## src/rtl/mem_rq_client_if.sv

```systemverilog
// Command, memory get/put and result signals of mem_rq_client.
// The slave modport is the client itself; master is the side facing it.
interface mem_rq_client_if #(
    parameter int MAX_OUTSTANDING = 2
);
    localparam int OW = $clog2(MAX_OUTSTANDING + 1);

    logic          cmd_valid;
    logic          cmd_ready;
    logic [31:0]   cmd_addr;
    logic          cmd_iswrite;
    logic [31:0]   cmd_data;
    logic [64:0]   obtain_rq_get;
    logic          RDY_obtain_rq_get;
    logic          EN_obtain_rq_get;
    logic [31:0]   send_rs_put;
    logic          EN_send_rs_put;
    logic          RDY_send_rs_put;
    logic          rsp_valid;
    logic          rsp_ready;
    logic [31:0]   rsp_data;
    logic [31:0]   rsp_addr;
    logic          rsp_iswrite;
    logic [OW-1:0] outstanding;
    logic          proto_err;

    modport master (
        output cmd_valid, cmd_addr, cmd_iswrite, cmd_data,
        output EN_obtain_rq_get, send_rs_put, EN_send_rs_put, rsp_ready,
        input  cmd_ready, obtain_rq_get, RDY_obtain_rq_get, RDY_send_rs_put,
        input  rsp_valid, rsp_data, rsp_addr, rsp_iswrite, outstanding, proto_err
    );

    modport slave (
        input  cmd_valid, cmd_addr, cmd_iswrite, cmd_data,
        input  EN_obtain_rq_get, send_rs_put, EN_send_rs_put, rsp_ready,
        output cmd_ready, obtain_rq_get, RDY_obtain_rq_get, RDY_send_rs_put,
        output rsp_valid, rsp_data, rsp_addr, rsp_iswrite, outstanding, proto_err
    );
endinterface

```

## src/rtl/mem_rq_client.sv

```systemverilog
// Memory request initiator: command queue -> Get-side requests, Put-side
// responses matched in issue order against a tag FIFO -> result queue.
module mem_rq_client #(
    parameter int RQ_DEPTH        = 2,
    parameter int MAX_OUTSTANDING = 2,
    parameter int RSP_DEPTH       = 2
) (
    input  logic            CLK,
    input  logic            RST_N,
    mem_rq_client_if.slave  bus
);
    localparam int RQ_AW  = $clog2(RQ_DEPTH);
    localparam int RS_AW  = $clog2(RSP_DEPTH);
    localparam int TAG_AW = (MAX_OUTSTANDING > 1) ? $clog2(MAX_OUTSTANDING) : 1;
    localparam int OW     = $clog2(MAX_OUTSTANDING + 1);

    localparam logic [RQ_AW:0]    RQ_FULL  = (RQ_AW + 1)'(RQ_DEPTH);
    localparam logic [RS_AW:0]    RS_FULL  = (RS_AW + 1)'(RSP_DEPTH);
    localparam logic [OW-1:0]     OUT_MAX  = OW'(MAX_OUTSTANDING);
    localparam logic [TAG_AW-1:0] TAG_LAST = TAG_AW'(MAX_OUTSTANDING - 1);

    logic [64:0]       rq_mem [RQ_DEPTH];
    logic [RQ_AW-1:0]  rq_wr, rq_rd;
    logic [RQ_AW:0]    rq_cnt;
    logic [32:0]       tag_mem [MAX_OUTSTANDING];
    logic [TAG_AW-1:0] tag_wr, tag_rd;
    logic [OW-1:0]     outst;
    logic [64:0]       rs_mem [RSP_DEPTH];
    logic [RS_AW-1:0]  rs_wr, rs_rd;
    logic [RS_AW:0]    rs_cnt;
    logic              err_q;

    logic        rq_empty, rq_full, rdy_get, rdy_put;
    logic        do_push, do_get, do_put, do_pop, bypass, tag_push, tag_pop, err_now;
    logic [64:0] rq_head;
    logic [32:0] put_tag;

    assign rq_empty = (rq_cnt == '0);
    assign rq_full  = (rq_cnt == RQ_FULL);
    assign rq_head  = rq_mem[rq_rd];
    assign rdy_get  = !rq_empty && (outst < OUT_MAX);
    assign rdy_put  = (rs_cnt < RS_FULL) && ((outst != '0) || rdy_get);

    assign do_push  = bus.cmd_valid && !rq_full;
    assign do_get   = bus.EN_obtain_rq_get && rdy_get;
    assign do_put   = bus.EN_send_rs_put && rdy_put && ((outst != '0) || do_get);
    assign do_pop   = (rs_cnt != '0) && bus.rsp_ready;
    assign err_now  = (bus.EN_obtain_rq_get && !rdy_get) || (bus.EN_send_rs_put && !do_put);

    // Zero-latency answer: the tag comes straight from the request being issued.
    assign bypass   = do_put && (outst == '0);
    assign tag_push = do_get && !bypass;
    assign tag_pop  = do_put && !bypass;
    assign put_tag  = bypass ? rq_head[64:32] : tag_mem[tag_rd];

    always_ff @(posedge CLK) begin
        if (do_push) rq_mem[rq_wr]   <= {bus.cmd_addr, bus.cmd_iswrite, bus.cmd_data};
        if (tag_push) tag_mem[tag_wr] <= rq_head[64:32];
        if (do_put) rs_mem[rs_wr]    <= {bus.send_rs_put, put_tag};
    end

    always_ff @(posedge CLK or negedge RST_N) begin
        if (!RST_N) begin
            rq_wr  <= '0;
            rq_rd  <= '0;
            rq_cnt <= '0;
            tag_wr <= '0;
            tag_rd <= '0;
            outst  <= '0;
            rs_wr  <= '0;
            rs_rd  <= '0;
            rs_cnt <= '0;
            err_q  <= 1'b0;
        end else begin
            if (do_push) rq_wr <= rq_wr + RQ_AW'(1);
            if (do_get)  rq_rd <= rq_rd + RQ_AW'(1);
            if (do_push && !do_get)      rq_cnt <= rq_cnt + (RQ_AW + 1)'(1);
            else if (!do_push && do_get) rq_cnt <= rq_cnt - (RQ_AW + 1)'(1);

            if (tag_push) tag_wr <= (tag_wr == TAG_LAST) ? '0 : tag_wr + TAG_AW'(1);
            if (tag_pop)  tag_rd <= (tag_rd == TAG_LAST) ? '0 : tag_rd + TAG_AW'(1);
            if (tag_push && !tag_pop)      outst <= outst + OW'(1);
            else if (!tag_push && tag_pop) outst <= outst - OW'(1);

            if (do_put) rs_wr <= rs_wr + RS_AW'(1);
            if (do_pop) rs_rd <= rs_rd + RS_AW'(1);
            if (do_put && !do_pop)      rs_cnt <= rs_cnt + (RS_AW + 1)'(1);
            else if (!do_put && do_pop) rs_cnt <= rs_cnt - (RS_AW + 1)'(1);

            if (err_now) err_q <= 1'b1;
        end
    end

    assign bus.cmd_ready         = !rq_full;
    assign bus.obtain_rq_get     = rq_empty ? '0 : rq_head;
    assign bus.RDY_obtain_rq_get = rdy_get;
    assign bus.RDY_send_rs_put   = rdy_put;
    assign bus.rsp_valid         = (rs_cnt != '0);
    assign {bus.rsp_data, bus.rsp_addr, bus.rsp_iswrite} =
        (rs_cnt != '0) ? rs_mem[rs_rd] : '0;
    assign bus.outstanding       = outst;
    assign bus.proto_err         = err_q;
endmodule

```

## src/flat_wrapper.sv

```systemverilog
// flat-port wrapper written by rule: the top's interface ports become plain ports
module mem_rq_client_flat 
#(
    parameter int RQ_DEPTH        = 2,
    parameter int MAX_OUTSTANDING = 2,
    parameter int RSP_DEPTH       = 2
)
  (CLK, RST_N, bus_cmd_valid, bus_cmd_addr, bus_cmd_iswrite, bus_cmd_data, bus_EN_obtain_rq_get, bus_send_rs_put, bus_EN_send_rs_put, bus_rsp_ready, bus_cmd_ready, bus_obtain_rq_get, bus_RDY_obtain_rq_get, bus_RDY_send_rs_put, bus_rsp_valid, bus_rsp_data, bus_rsp_addr, bus_rsp_iswrite, bus_outstanding, bus_proto_err);
  mem_rq_client_if #(.MAX_OUTSTANDING(MAX_OUTSTANDING)) bus_i ();
  input  logic CLK;
  input  logic RST_N;
  input wire logic [$bits(bus_i.cmd_valid)-1:0] bus_cmd_valid;
  input wire logic [$bits(bus_i.cmd_addr)-1:0] bus_cmd_addr;
  input wire logic [$bits(bus_i.cmd_iswrite)-1:0] bus_cmd_iswrite;
  input wire logic [$bits(bus_i.cmd_data)-1:0] bus_cmd_data;
  input wire logic [$bits(bus_i.EN_obtain_rq_get)-1:0] bus_EN_obtain_rq_get;
  input wire logic [$bits(bus_i.send_rs_put)-1:0] bus_send_rs_put;
  input wire logic [$bits(bus_i.EN_send_rs_put)-1:0] bus_EN_send_rs_put;
  input wire logic [$bits(bus_i.rsp_ready)-1:0] bus_rsp_ready;
  output wire logic [$bits(bus_i.cmd_ready)-1:0] bus_cmd_ready;
  output wire logic [$bits(bus_i.obtain_rq_get)-1:0] bus_obtain_rq_get;
  output wire logic [$bits(bus_i.RDY_obtain_rq_get)-1:0] bus_RDY_obtain_rq_get;
  output wire logic [$bits(bus_i.RDY_send_rs_put)-1:0] bus_RDY_send_rs_put;
  output wire logic [$bits(bus_i.rsp_valid)-1:0] bus_rsp_valid;
  output wire logic [$bits(bus_i.rsp_data)-1:0] bus_rsp_data;
  output wire logic [$bits(bus_i.rsp_addr)-1:0] bus_rsp_addr;
  output wire logic [$bits(bus_i.rsp_iswrite)-1:0] bus_rsp_iswrite;
  output wire logic [$bits(bus_i.outstanding)-1:0] bus_outstanding;
  output wire logic [$bits(bus_i.proto_err)-1:0] bus_proto_err;
  assign bus_i.cmd_valid = bus_cmd_valid;
  assign bus_i.cmd_addr = bus_cmd_addr;
  assign bus_i.cmd_iswrite = bus_cmd_iswrite;
  assign bus_i.cmd_data = bus_cmd_data;
  assign bus_i.EN_obtain_rq_get = bus_EN_obtain_rq_get;
  assign bus_i.send_rs_put = bus_send_rs_put;
  assign bus_i.EN_send_rs_put = bus_EN_send_rs_put;
  assign bus_i.rsp_ready = bus_rsp_ready;
  assign bus_cmd_ready = bus_i.cmd_ready;
  assign bus_obtain_rq_get = bus_i.obtain_rq_get;
  assign bus_RDY_obtain_rq_get = bus_i.RDY_obtain_rq_get;
  assign bus_RDY_send_rs_put = bus_i.RDY_send_rs_put;
  assign bus_rsp_valid = bus_i.rsp_valid;
  assign bus_rsp_data = bus_i.rsp_data;
  assign bus_rsp_addr = bus_i.rsp_addr;
  assign bus_rsp_iswrite = bus_i.rsp_iswrite;
  assign bus_outstanding = bus_i.outstanding;
  assign bus_proto_err = bus_i.proto_err;
  mem_rq_client #(.RQ_DEPTH(RQ_DEPTH), .MAX_OUTSTANDING(MAX_OUTSTANDING), .RSP_DEPTH(RSP_DEPTH)) u_core (.CLK(CLK), .RST_N(RST_N), .bus(bus_i));
endmodule
```

## config.mk

```make
export PLATFORM = sky130hd
export DESIGN_NAME = mem_rq_client_flat
export DESIGN_NICKNAME = d
export VERILOG_FILES = /design/src/rtl/mem_rq_client_if.sv /design/src/rtl/mem_rq_client.sv /design/src/flat_wrapper.sv
export SDC_FILE = /design/constraint.sdc
export NUM_CORES = 1
export LEC_CHECK = 0
export CAP_MARGIN = 20
export CORE_MARGIN = 4
export CORE_UTILIZATION = 49
export DETAILED_ROUTE_END_ITERATION = 16
export HOLD_SLACK_MARGIN = 0.08
export PLACE_DENSITY = 0.75
export SLEW_MARGIN = 10
export SYNTH_ARGS = -nofsm -noshare
export SYNTH_HDL_FRONTEND = slang
export SYNTH_SLANG_ARGS = --single-unit
```

## constraint.sdc

```tcl
create_clock -name CLK -period 9.4 [get_ports CLK]
set_input_delay 2.35 -clock CLK [delete_from_list [all_inputs] [get_ports CLK]]
set_output_delay 2.35 -clock CLK [all_outputs]
set_load 0.01 [all_outputs]
```

# Yosys cells after proc, flatten, opt, wreduce, memory -nomap -nowiden
# Memories as Yosys holds them, arrays and structs flattened.
# Cells that the tools add are included.
# Widths: inputs -> output; s select.
# totals
register_bits	13
ram_bits	326
out_inout_bits	137
elab_cells	83
mem_count	3
# memory_table
memory	depth	word_bits	rd	rd_clocked_by_memory_dff	wr	line_no	source
u_core.rq_mem	2	65	1	0	1	mem_rq_client.sv:22	logic [64:0] rq_mem [RQ_DEPTH];
u_core.rs_mem	2	65	1	0	1	mem_rq_client.sv:28	logic [64:0] rs_mem [RSP_DEPTH];
u_core.tag_mem	2	33	1	0	1	mem_rq_client.sv:25	logic [32:0] tag_mem [MAX_OUTSTANDING];
# op_classes
n_addsub	12
n_lt_le_gt_ge	2
n_eq_ne	1
n_mux	17
n_reduce_logical	38
# ops
cell	count
$mux 65	2
$mux 33	1
$logic_and 1x1->1	18
$mux 2	6
$logic_not 1->1	10
$reduce_bool 2->1	5
$mux 1	8
$add 1x1->1 const B	6
$add 2x1->2 const B	3
$sub 2x1->2 const B	3
$logic_not 2->1	2
$lt 2x2->1 const B	2
$logic_or 1x1->1	3
$eq 2x2->1 const B	1

# Depth between registers and ports, before layout
# Gate-level depths: netlist of the first run.
# depth
ltp_word	14
mapped_depth	7

# Worst setup path before layout of the first run
# OpenSTA, ideal clock, no wires.
# synth_timing
path_kind	input-to-reg
start	input port bus_EN_obtain_rq_get
end	memory u_core.rs_mem[0][0], enable pin
setup_ns	0.496
t_arrival_ns	5.615
t_required_ns	8.904
path_slack_ns	3.288
path_stages	3
n_path_buf	0
cell_sequence	o21ai_1 > a21oi_1 > nor2b_1
# synth_between
elab_chain_len	5
# synth_lines
item	line_no	source
start: declaration	flat_wrapper.sv:16	input wire logic [$bits(bus_i.EN_obtain_rq_get)-1:0] bus_EN_obtain_rq_get;
$logic_and 1x1->1	mem_rq_client.sv:45	assign do_get = bus.EN_obtain_rq_get && rdy_get;
$logic_or 1x1->1	mem_rq_client.sv:46	assign do_put = bus.EN_send_rs_put && rdy_put && ((outst != '0) || do_get);
$logic_and 1x1->1	mem_rq_client.sv:46	
net u_core.do_put	mem_rq_client.sv:34	logic do_push, do_get, do_put, do_pop, bypass, tag_push, tag_pop, err_now;
$mux 1	mem_rq_client.sv:59	if (do_put) rs_mem[rs_wr] <= {bus.send_rs_put, put_tag};
$mux 1 (implied by the code)	mem_rq_client.sv:59	
end: declaration	mem_rq_client.sv:28	
# The timed path passes the listed nets, and every way through them passes these cells.

# Worst setup path after layout of the first run
# layout_timing
start	register u_core.rs_rd
end	output port bus_rsp_addr[4]
# layout_between
elab_chain_len	2
# layout_lines
item	line_no	source
start: declaration	mem_rq_client.sv:29	logic [RS_AW-1:0] rs_wr, rs_rd;
start signal: assignment	mem_rq_client.sv:86	if (do_pop) rs_rd <= rs_rd + RS_AW'(1);
$mem_v2 2x65	-	
$mux 65	mem_rq_client.sv:100	(rs_cnt != '0) ? rs_mem[rs_rd] : '0;
end: declaration	flat_wrapper.sv:26	output wire logic [$bits(bus_i.rsp_addr)-1:0] bus_rsp_addr;
# No other way between the ends.

==> flow_metrics.py, run 1 <==
metrics = {
    "critical_path": {
        "timing_worst_setup_path_type": "register to output port",
        "critPathMaxStageDelay_ns": 0.74,
        "crit_path_max_fanout": 39,
        "critical_path_cell_by_cell": "buf_4 -> mux2i_1 -> nor2_1 -> clkdlybuf4s50_1",
        "endpoint_kind": "output port",
        "timing.critical_path.from_type": "register",
        "critical-path-top-delay-family": "buffers and inverters",
        "cp_data_arrival_time_ns": 2.83,
        "critPathSlowestCell": "sky130_fd_sc_hd__dfrtp_4",
        "critical_path.n_buffers_inverters": 2,
        "crit_required_ns": 7.05,
    },
    "status": {
        "status": "finished, final reports clean",
    },
    "power": {
        "seq_pwr_share_pct": 39.3,
        "vdd.ir_drop.worst_v": 0.000256,
        "swShare_pct": 31.8,
        "clkPwrFrac_pct": 23.0,
        "power_report.internal_total_w": 0.00392,
        "power_density_nw_per_um2": 337,
        "power_switching_w": 0.00183,
        "p_leak_nw": 6.56,
        "pwr-share-comb_pct": 37.7,
    },
    "logic_synthesis": {
        "yosysWarnings": 0,
        "synthesis.nets": 890,
        "synth.distinct_cells": 26,
        "synth-seq-cells": 339,
        "syn-instance-count": 784,
        "post_synth.cell_area_avg_sq_um": 16.9,
        "ys_seq_area_share_pct": 76.3,
        "synthesis.area_sq_um": 13300,
    },
    "placement": {
        "detailed_place_hpwl_mm": 17.3,
        "place_congestion": 0.769,
        "cell_area_placed_sq_um": 16000,
        "dp_cells": 1329,
        "count_of_buffers_inserted_at_the_top_level_ports": 239,
    },
    "flow_run": {
        "cap_viol_max_count": 0,
    },
    "cells_and_area": {
        "post_route_cells_drive_above_1_share_pct": 6.99,
        "insertedDiodeCount": 0,
        "final.fill_count": 1849,
        "filler_free_cell_count_of_the_finished_design": 1394,
        "final_cell_area_sq_um": 17100,
        "fin_nets": 1139,
        "syn2layout_area_growth_pct": 29.1,
        "seqCellArea_sq_um": 10100,
        "multiInputGateArea_sq_um": 2830,
    },
    "timing": {
        "worst-slew-pin-transition_ns": 1.02,
        "timing.final.crit_period_ns": 5.18,
        "setup_repair_after_global_routing_missed_its_margin": "false",
        "timing.fmax_mhz": 193,
        "max_slew_margin_pct": 31.5,
        "hold_violations": 0,
        "final.setup_skew_ns": 0.0198,
        "fin_crit_sh_pct": 55.1,
        "maxSlewViolCount": 0,
        "fin_tns_setup_ns": 0,
        "finalSetupViolations": 0,
        "hold-worst-slack_ns": 0.478,
    },
    "drt": {
        "drt.antenna.violating_nets": 0,
        "detail_route.first_pass.iterations": 5,
        "route.detailed.wl_per_inst_um": 19.2,
        "via_per_inst": 5.16,
        "detail_route.wirelength_mm": 26.8,
        "dr_total_vias": 7199,
        "post-route-drc-count": 0,
        "drtIter0Drc": 417,
    },
    "clock_network": {
        "cts.sinks": 339,
        "clk_latency_worst_skew_pair_ns": 0.52,
        "cts_tree": "yes",
        "hold_buffers": 0,
        "root_buffer": "sky130_fd_sc_hd__clkbuf_16",
        "clock_tree.buffer_depth": 3,
        "postCtsSetupBuffers": 0,
        "cts.htree.levels": 2,
        "clkSlewWorstSetupHoldPaths_ns": 0.06,
        "post_cts_resize_count": 0,
        "tritoncts.num_buffers": 36,
    },
    "global_routing": {
        "track_usage_pct": 17.8,
        "grt_antenna_before_repair": 2,
        "first_global_vias": 7361,
        "grt_pass1_wl_mm": 40.7,
        "maximum_number_of_pins_on_one_net_before_global_route_repair": 67,
        "global_route.overflow_total": 0,
    },
    "floorplanning": {
        "number_of_top_level_pins": 240,
        "initial_utilization_pct": 50.3,
        "std_cell_rows": 59,
        "die-height_um": 172,
        "chipWidth_um": 172,
        "fp.dieArea_sq_um": 29700,
        "fp.coreArea_sq_um": 26400,
    },
    "hold_path": {
        "worstHoldPathType": "register to register",
    },
}
-- routing by layer --
layer | routed length, um | global-route usage [%]
met1 | 11500 | 24.5
met2 | 12300 | 27.6
met3 | 2460 | 5.60
met4 | 524 | 5.33
met5 | 27 | 0
-- kinds of logic after synthesis --
| logic type | Yosys count | synth area share (%) |
|---|---|---|
| compound gates | 6 | 0.321 |
| xor+xnor | 15 | 0.991 |
| fa+ha+maj | 3 | 0.283 |
| buf+inv | 74 | 2.71 |
| flops | 339 | 76.3 |
| mux | 196 | 14.8 |
| simple gates | 151 | 4.59 |
-- power by group through the flow --
stage	Combinational [W]	Clock (W)	Sequential (W)
3_5_place_dp	0.00219	0	0.00229
6_report	0.00217	0.00132	0.00226
3_3_place_gp	0.00217	0	0.00228
4_1_cts	0.00221	0.00136	0.00226
5_1_grt	0.00236	0.00143	0.00229
2_1_floorplan	0.00119	0	0.00224
-- area by class of cell --
cell class	count	share of cell area (%)
Timing Repair Buffer	248	14.5
Clock buffer	41	5.50
Clock inverter	23	1.02
Sequential cell	339	59.2
Multi-Input combinational cell	371	16.5
Inverter	37	0.812
Tap cell	335	2.45
-- layout by cell type (no fill, tap or decap), types with 7 or more instances in the layout --
cell type	n
sky130_fd_sc_hd__mux2i_1	196
sky130_fd_sc_hd__buf_4	8
sky130_fd_sc_hd__nor2_1	134
sky130_fd_sc_hd__inv_1	37
sky130_fd_sc_hd__xor2_1	7
sky130_fd_sc_hd__edfxtp_1	326
sky130_fd_sc_hd__clkbuf_16	37
sky130_fd_sc_hd__xnor2_1	8
sky130_fd_sc_hd__clkinv_1	9
sky130_fd_sc_hd__dfrtp_1	10
sky130_fd_sc_hd__clkdlybuf4s50_1	239
-- sequential cells by signal (all words and copies together), names as in the netlist --
name                    count
u_core.bus.outstanding      2
u_core.bus.proto_err        1
u_core.rq_cnt               2
u_core.rq_mem             130
u_core.rq_rd                1
u_core.rq_wr                1
u_core.rs_cnt               2
u_core.rs_mem             130
u_core.rs_rd                1
u_core.rs_wr                1
u_core.tag_mem             66
u_core.tag_rd               1
u_core.tag_wr               1
-- worst paths after layout --
path	from	end	slack (ns)	depth (start not counted)
worst max-delay path	u_core.rs_rd$_DFFE_PN0P_	bus_rsp_addr[4]	4.22	4
worst min-delay path	u_core.tag_rd$_DFFE_PN0P_	u_core.tag_rd$_DFFE_PN0P_	0.48	1
worst max register to register	u_core.rs_cnt[1]$_DFFE_PN0P_	u_core.rs_cnt[1]$_DFFE_PN0P_	6.83	8
worst min register to register	u_core.tag_rd$_DFFE_PN0P_	u_core.tag_rd$_DFFE_PN0P_	0.48	1
max in group asynchronous	RST_N	u_core.rs_rd$_DFFE_PN0P_	6.67	1
min in group asynchronous	RST_N	u_core.rq_wr$_DFFE_PN0P_	2.23	1
-- metrics by stage --
stage	power [W]	utilization [%]	setup WS, ns
final	0.00576	64.9	4.22
after global routing	0.00608	64.9	4.02
after CTS	0.00583	64.8	4.03
after detailed placement	0.00449	60.6	4.59
after global placement	0.00445	60.6	4.55
after floorplan	0.00343	-	3.29
-- cells in the mapped netlist --
| cell type | instances | area share, % |
|---|---|---|
| sky130_fd_sc_hd__edfxtp_1 | 326 | 74 |
| sky130_fd_sc_hd__mux2i_1 | 196 | 15 |
| sky130_fd_sc_hd__nor2_1 | 139 | 3.9 |
| sky130_fd_sc_hd__inv_1 | 37 | 1.0 |
| sky130_fd_sc_hd__buf_2 | 20 | 0.76 |
| sky130_fd_sc_hd__dfrtp_1 | 13 | 2.5 |
| sky130_fd_sc_hd__buf_4 | 9 | 0.51 |
| sky130_fd_sc_hd__xnor2_1 | 8 | 0.53 |
| sky130_fd_sc_hd__xor2_1 | 7 | 0.46 |
| sky130_fd_sc_hd__clkbuf_1 | 5 | 0.14 |
| sky130_fd_sc_hd__buf_6 | 3 | 0.25 |
| sky130_fd_sc_hd__ha_1 | 3 | 0.28 |
| sky130_fd_sc_hd__nand2_1 | 3 | 0.085 |
| sky130_fd_sc_hd__a21oi_1 | 2 | 0.076 |
| sky130_fd_sc_hd__nand2b_1 | 2 | 0.094 |
| sky130_fd_sc_hd__a21o_1 | 1 | 0.057 |
| sky130_fd_sc_hd__a221o_1 | 1 | 0.076 |
| sky130_fd_sc_hd__and2_1 | 1 | 0.047 |
| sky130_fd_sc_hd__and3_1 | 1 | 0.047 |
| sky130_fd_sc_hd__nand3_4 | 1 | 0.13 |
| sky130_fd_sc_hd__nand3b_1 | 1 | 0.057 |
| sky130_fd_sc_hd__nor2b_1 | 1 | 0.047 |
| sky130_fd_sc_hd__nor3b_2 | 1 | 0.094 |
| sky130_fd_sc_hd__o21ai_1 | 1 | 0.038 |
| sky130_fd_sc_hd__o21ba_2 | 1 | 0.076 |
| sky130_fd_sc_hd__or2_1 | 1 | 0.047 |
-- worst register-to-register path: cells and delay by family, from the launching register on --
family        cells  cell delay (ns)
buf+inv           2             0.60
fa+ha+maj         1             0.18
flops             1             0.49
simple gates      3             0.88
xor+xnor          2             0.29
Note: power is estimated with default switching activity, not from simulation.
==> run 2, diff against run 1 <==
- CORE_UTILIZATION: 49 -> 47
- PLACE_DENSITY: 0.75 -> 0.76
- clock period: 9.4 -> 4.7 ns (I/O delays scaled with it)
==> run 2 against run 1 <==
Flip-flop and latch count did not move. Largest power group unchanged. Utilization shrank 3.0 points. Clock skew decreased by 0.0079 ns. Non-clock buffer count grew 2. Sequential power is 110% higher.
==> flow_metrics.py, run 2 (synthesis gave the netlist of run 1 again) <==
metrics = {
    "global_routing": {
        "track_usage_pct": 16.5,
        "maximum_number_of_pins_on_one_net_before_global_route_repair": 67,
        "grt_pass1_wl_mm": 40.3,
        "first_global_vias": 7427,
        "global_route.overflow_total": 0,
        "grt_antenna_before_repair": 1,
    },
    "power": {
        "p_leak_nw": 6.60,
        "power_density_nw_per_um2": 671,
        "vdd.ir_drop.worst_v": 0.000443,
    },
    "placement": {
        "place_congestion": 0.785,
        "detailed_place_hpwl_mm": 17.6,
        "count_of_buffers_inserted_at_the_top_level_ports": 239,
        "dp_cells": 1375,
    },
    "clock_network": {
        "clk_latency_worst_skew_pair_ns": 0.51,
        "cts.sinks": 339,
        "clock_tree.buffer_depth": 3,
        "root_buffer": "sky130_fd_sc_hd__clkbuf_16",
        "post_cts_resize_count": 0,
        "clkSlewWorstSetupHoldPaths_ns": 0.06,
        "postCtsSetupBuffers": 0,
        "cts.htree.levels": 2,
        "tritoncts.num_buffers": 36,
        "cts_tree": "yes",
        "hold_buffers": 0,
    },
    "hold_path": {
        "worstHoldPathType": "register to register",
    },
    "floorplanning": {
        "initial_utilization_pct": 47.7,
        "fp.coreArea_sq_um": 27800,
        "chipWidth_um": 176,
        "fp.dieArea_sq_um": 31000,
        "number_of_top_level_pins": 240,
        "std_cell_rows": 61,
        "die-height_um": 176,
    },
    "cells_and_area": {
        "final_cell_mix": "sky130_fd_sc_hd__edfxtp_1, sky130_fd_sc_hd__clkdlybuf4s50_1, sky130_fd_sc_hd__mux2i_1, sky130_fd_sc_hd__nor2_1",
        "syn2layout_area_growth_pct": 29.8,
        "filler_free_cell_count_of_the_finished_design": 1439,
        "post_route_cells_drive_above_1_share_pct": 7.26,
        "layout_commonest_cell": "sky130_fd_sc_hd__edfxtp_1",
        "insertedDiodeCount": 0,
        "reg.largest.list": "u_core.rq_mem x130, u_core.rs_mem x130, u_core.tag_mem x66",
        "fin_nets": 1141,
    },
    "timing": {
        "fin_tns_setup_ns": 0,
        "setup_repair_after_global_routing_missed_its_margin": "false",
        "final.setup_skew_ns": 0.0119,
        "maxSlewViolCount": 0,
        "hold_violations": 0,
        "finalSetupViolations": 0,
        "worst-slew-pin-transition_ns": 1.01,
        "timing.final.crit_period_ns": 3.82,
        "timing.fmax_mhz": 262,
        "max_slew_margin_pct": 32.4,
        "fin_crit_sh_pct": 81.2,
    },
    "drt": {
        "route.detailed.wl_per_inst_um": 18.1,
        "dr_total_vias": 7037,
        "detail_route.first_pass.iterations": 4,
        "drt.antenna.violating_nets": 0,
        "detail_route.wirelength_mm": 26.1,
        "post-route-drc-count": 0,
        "drtIter0Drc": 438,
        "via_per_inst": 4.89,
    },
    "critical_path": {
        "endpoint_kind": "output port",
        "crit_path_max_fanout": 35,
        "timing.critical_path.from_type": "register",
        "crit_required_ns": 3.52,
        "cp_data_arrival_time_ns": 2.64,
        "timing_worst_setup_path_type": "register to output port",
    },
    "status": {
        "status": "finished, final reports clean",
    },
    "flow_run": {
        "cap_viol_max_count": 0,
    },
}
==> run 2: cell types whose count changed in the layout (fill, tap and decap cells not counted) <==
cell                         previous run  this run
sky130_fd_sc_hd__clkinv_2               5         6
sky130_fd_sc_hd__buf_16                 1         0
sky130_fd_sc_hd__clkinvlp_4             4         1
sky130_fd_sc_hd__clkinv_1               9         4
sky130_fd_sc_hd__clkbuf_1               4         8
sky130_fd_sc_hd__clkbuf_8               0         4
sky130_fd_sc_hd__clkinv_4               1         0
sky130_fd_sc_hd__buf_4                  8         9
sky130_fd_sc_hd__buf_12                 0         2
==> run 2: path summary, 6_finish.rpt <==
check	startpoint	end	slack, ns	cells past startpoint
hold reg to reg	u_core.bus.proto_err$_DFFE_PN0P_	u_core.bus.proto_err$_DFFE_PN0P_	0.50	1
max in group asynchronous	RST_N	u_core.rs_rd$_DFFE_PN0P_	3.14	1
hold / removal	u_core.bus.proto_err$_DFFE_PN0P_	u_core.bus.proto_err$_DFFE_PN0P_	0.50	1
setup / recovery	u_core.rq_rd$_DFFE_PN0P_	bus_obtain_rq_get[15]	0.88	4
setup reg to reg	u_core.rs_cnt[1]$_DFFE_PN0P_	u_core.rs_mem[0][54]$_DFFE_PP_	2.37	4
min in group asynchronous	RST_N	u_core.rq_wr$_DFFE_PN0P_	1.07	1
==> run 2: layer usage <==
layer	wire (um)	global-route usage, %
met1	11200	21.9
met5	13	0
met2	12300	26.9
met3	2050	5.07
met4	488	4.39
==> run 2: critical path, cell delays in order, from the launching register on <==
cell and delay [ns]:
sky130_fd_sc_hd__dfrtp_4 0.82, sky130_fd_sc_hd__buf_4 0.42, sky130_fd_sc_hd__mux2i_1 0.28, sky130_fd_sc_hd__nor2_1 0.08
sky130_fd_sc_hd__clkdlybuf4s50_1 0.50
==> run 2: power breakdown <==
part / switching (W) / internal [W]
logic: 0.00214 / 0.00206
registers: 0.000412 / 0.00424
clock network: 0.00107 / 0.00162
total: 0.00362 / 0.00792
==> run 2: stage by stage <==
step	area, sq um	util [%]	total power (W)	setup slack, ns	hold WS [ns]
global placement	16100	57.8	0.00886	1.11	0.489
detailed placement	16100	57.8	0.00897	1.04	0.482
finish	17200	61.9	0.0115	0.882	0.504
floorplan	13300	-	0.00685	0.228	0.460
CTS	17200	61.9	0.0117	0.850	0.505
global route	17200	61.9	0.0122	0.772	0.522
==> run 2: final cells by class <==
type / count / area, sq um
Tap cell: 378 / 473
Clock buffer: 49 / 1010
Multi-Input combinational cell: 371 / 2830
Sequential cell: 339 / 10100
Clock inverter: 15 / 130
Fill cell: 2102 / 10600
Timing Repair Buffer: 250 / 2500
Inverter: 37 / 139
==> run 3, diff against run 2 <==
- clock period: 4.7 -> 3.5 ns (I/O delays scaled with it)
==> run 3 against run 2 <==
Worst hold slack worse by 0.00067 ns. Critical path type unchanged. Utilization increased by 0.38 points. Cell count is 0.42% higher. Design area increased by 0.62%. Clock skew is 0.0059 ns higher. Routed wire length increased by 1.7%. First-iteration DRC count rose by 11%.
==> flow_metrics.py, run 3 (synthesis gave the netlist of run 1 again) <==
metrics = {
    "cells_and_area": {
        "post_route_cells_drive_above_1_share_pct": 7.40,
        "final_cell_mix": "sky130_fd_sc_hd__edfxtp_1, sky130_fd_sc_hd__clkdlybuf4s50_1, sky130_fd_sc_hd__mux2i_1, sky130_fd_sc_hd__nor2_1, sky130_fd_sc_hd__clkbuf_16",
        "syn2layout_area_growth_pct": 30.6,
        "reg.largest.list": "u_core.rq_mem x130, u_core.rs_mem x130, u_core.tag_mem x66",
        "final_core_util_pct": 62.3,
        "layout_commonest_cell": "sky130_fd_sc_hd__edfxtp_1",
        "insertedDiodeCount": 0,
        "fin_nets": 1148,
    },
    "placement": {
        "detailed_place_hpwl_mm": 17.5,
        "count_of_buffers_inserted_at_the_top_level_ports": 239,
        "place_congestion": 0.782,
        "place_worst_setup_slack_ns": 0.607,
    },
    "timing": {
        "setup_repair_after_global_routing_missed_its_margin": "false",
        "maxSlewViolCount": 0,
        "max_slew_margin_pct": 29.0,
        "timing.final.crit_period_ns": 3.34,
        "finalSetupViolations": 0,
        "hold-worst-slack_ns": 0.504,
        "setup_ws_ns": 0.158,
        "timing.fmax_mhz": 299,
        "fin_crit_sh_pct": 95.5,
        "final.setup_skew_ns": 0.0178,
        "hold_violations": 0,
        "worst-slew-pin-transition_ns": 1.06,
        "fin_tns_setup_ns": 0,
    },
    "clock_network": {
        "tritoncts.num_buffers": 36,
        "clock_tree.buffer_depth": 3,
        "clkSlewWorstSetupHoldPaths_ns": 0.06,
        "clk_latency_worst_skew_pair_ns": 0.51,
        "cts.htree.levels": 2,
        "hold_buffers": 0,
        "root_buffer": "sky130_fd_sc_hd__clkbuf_16",
        "cts.sinks": 339,
        "cts_tree": "yes",
    },
    "power": {
        "clkPwrFrac_pct": 22.5,
        "p_leak_nw": 6.64,
        "seq_pwr_share_pct": 39.8,
        "pwr-share-comb_pct": 37.7,
        "power_report.internal_total_w": 0.0107,
        "power_density_nw_per_um2": 899,
        "power_switching_w": 0.00491,
        "swShare_pct": 31.5,
        "vdd.ir_drop.worst_v": 0.000509,
    },
    "critical_path": {
        "cp_data_arrival_time_ns": 2.47,
        "worstReg2RegStart": "u_core.rq_cnt[0]$_DFFE_PN0P_",
        "worstReg2RegEnd": "u_core.tag_mem[1][14]$_DFFE_PP_",
        "reg2reg_depth": 4,
        "crit_path_max_fanout": 19,
        "crit_required_ns": 2.62,
        "worst-r2r-setup-slack_ns": 1.52,
        "timing_worst_setup_path_type": "register to output port",
        "timing.critical_path.from_type": "register",
        "endpoint_kind": "output port",
    },
    "global_routing": {
        "first_global_vias": 7546,
        "grt_pass1_wl_mm": 40.9,
        "global_route.overflow_total": 0,
        "maximum_number_of_pins_on_one_net_before_global_route_repair": 66,
        "grt_antenna_before_repair": 0,
        "track_usage_pct": 16.7,
    },
    "floorplanning": {
        "initial_utilization_pct": 47.7,
        "fp.coreArea_sq_um": 27800,
        "std_cell_rows": 61,
        "chipWidth_um": 176,
        "number_of_top_level_pins": 240,
        "die-height_um": 176,
        "fp.dieArea_sq_um": 31000,
    },
    "drt": {
        "dr_total_vias": 7179,
        "route.top_layer_used": "met4",
        "drt.antenna.violating_nets": 0,
        "drtIter0Drc": 485,
        "route.detailed.wl_per_inst_um": 18.4,
        "wl_met1_mm": 11.2,
        "detail_route.wirelength_mm": 26.5,
        "detail_route.first_pass.iterations": 5,
        "via_per_inst": 4.97,
        "post-route-drc-count": 0,
        "met3_wirelength_mm": 2.04,
        "routed-wl-met2_mm": 12.6,
    },
    "hold_path": {
        "hold_start": "u_core.bus.proto_err$_DFFE_PN0P_",
        "worstHoldPathType": "register to register",
        "min_delay_worst_endpoint": "u_core.bus.proto_err$_DFFE_PN0P_",
        "hold-path-cell-count": 1,
    },
    "flow_run": {
        "cap_viol_max_count": 0,
    },
    "status": {
        "status": "finished, final reports clean",
    },
}
==> run 3: changes by cell type in the layout (fill, tap and decap cells not counted), moves of 2 or more <==
cell	before	now
sky130_fd_sc_hd__clkbuf_8	4	0
sky130_fd_sc_hd__inv_6	2	0
sky130_fd_sc_hd__clkinv_1	4	7
sky130_fd_sc_hd__buf_12	2	10
==> run 3: critical path, stage by stage, from the launching register on <==
cell and delay (ns):
sky130_fd_sc_hd__dfrtp_4 0.69, sky130_fd_sc_hd__buf_12 0.24, sky130_fd_sc_hd__mux2i_1 0.43, sky130_fd_sc_hd__nor2_1 0.08, sky130_fd_sc_hd__clkdlybuf4s50_1 0.49
==> run 3: how the worst max path moves through the flow <==
stage	from	to	slack (ns)	cells after the start
global route	u_core.rq_rd$_DFFE_PN0P_	bus_obtain_rq_get[63]	0.06	4
detailed placement	bus_EN_obtain_rq_get	u_core.rs_mem[0][44]$_DFFE_PP_	0.61	5
global placement	bus_EN_obtain_rq_get	u_core.rs_mem[0][36]$_DFFE_PP_	0.64	5
CTS	u_core.rq_rd$_DFFE_PN0P_	bus_obtain_rq_get[47]	0.05	3
finish	u_core.rq_rd$_DFFE_PN0P_	bus_obtain_rq_get[41]	0.16	4
floorplan	bus_EN_obtain_rq_get	u_core.rs_mem[0][0]$_DFFE_PP_	0.1	3
==> run 3: timing repair <==
| action | in CTS | in global routing |
|---|---|---|
| endpoints found under the hold margin | 0 | 0 |
| setup buffers | 0 | 1 |
| endpoints found under the setup margin | 0 | 2 |
| gates resized for setup | 0 | 0 |
==> run 3: cell type report <==
class	instances	area (sq um)
timing repair buffer	257	2650
tap	378	473
fill	2074	10500
inverter	37	139
clock buffer	47	985
multi-input combinational	371	2830
clock inverter	16	110
sequential	339	10100
==> run 3: power groups by stage <==
stage | registers (W) | clock network, W | logic [W]
2_1_floorplan | 0.00600 | 0 | 0.00320
3_3_place_gp | 0.00628 | 0 | 0.00578
3_5_place_dp | 0.00633 | 0 | 0.00586
4_1_cts | 0.00626 | 0.00358 | 0.00589
5_1_grt | 0.00629 | 0.00377 | 0.00634
6_report | 0.00620 | 0.00350 | 0.00587
==> run 3: metrics by stage <==
step,area [sq um],total power [W],cells
after floorplan,13300,0.00920,784
after global placement,16200,0.0121,1381
after detailed placement,16200,0.0122,1381
after CTS,17300,0.0157,1444
after global routing,17300,0.0164,1445
final,17300,0.0156,1445
==> run 3: per-layer routing <==
layer,vias up,global-route usage [%]
li1,3402,-
met1,3514,22.3
met2,218,26.6
met3,45,5.27
met4,0,5.04
met5,-,0
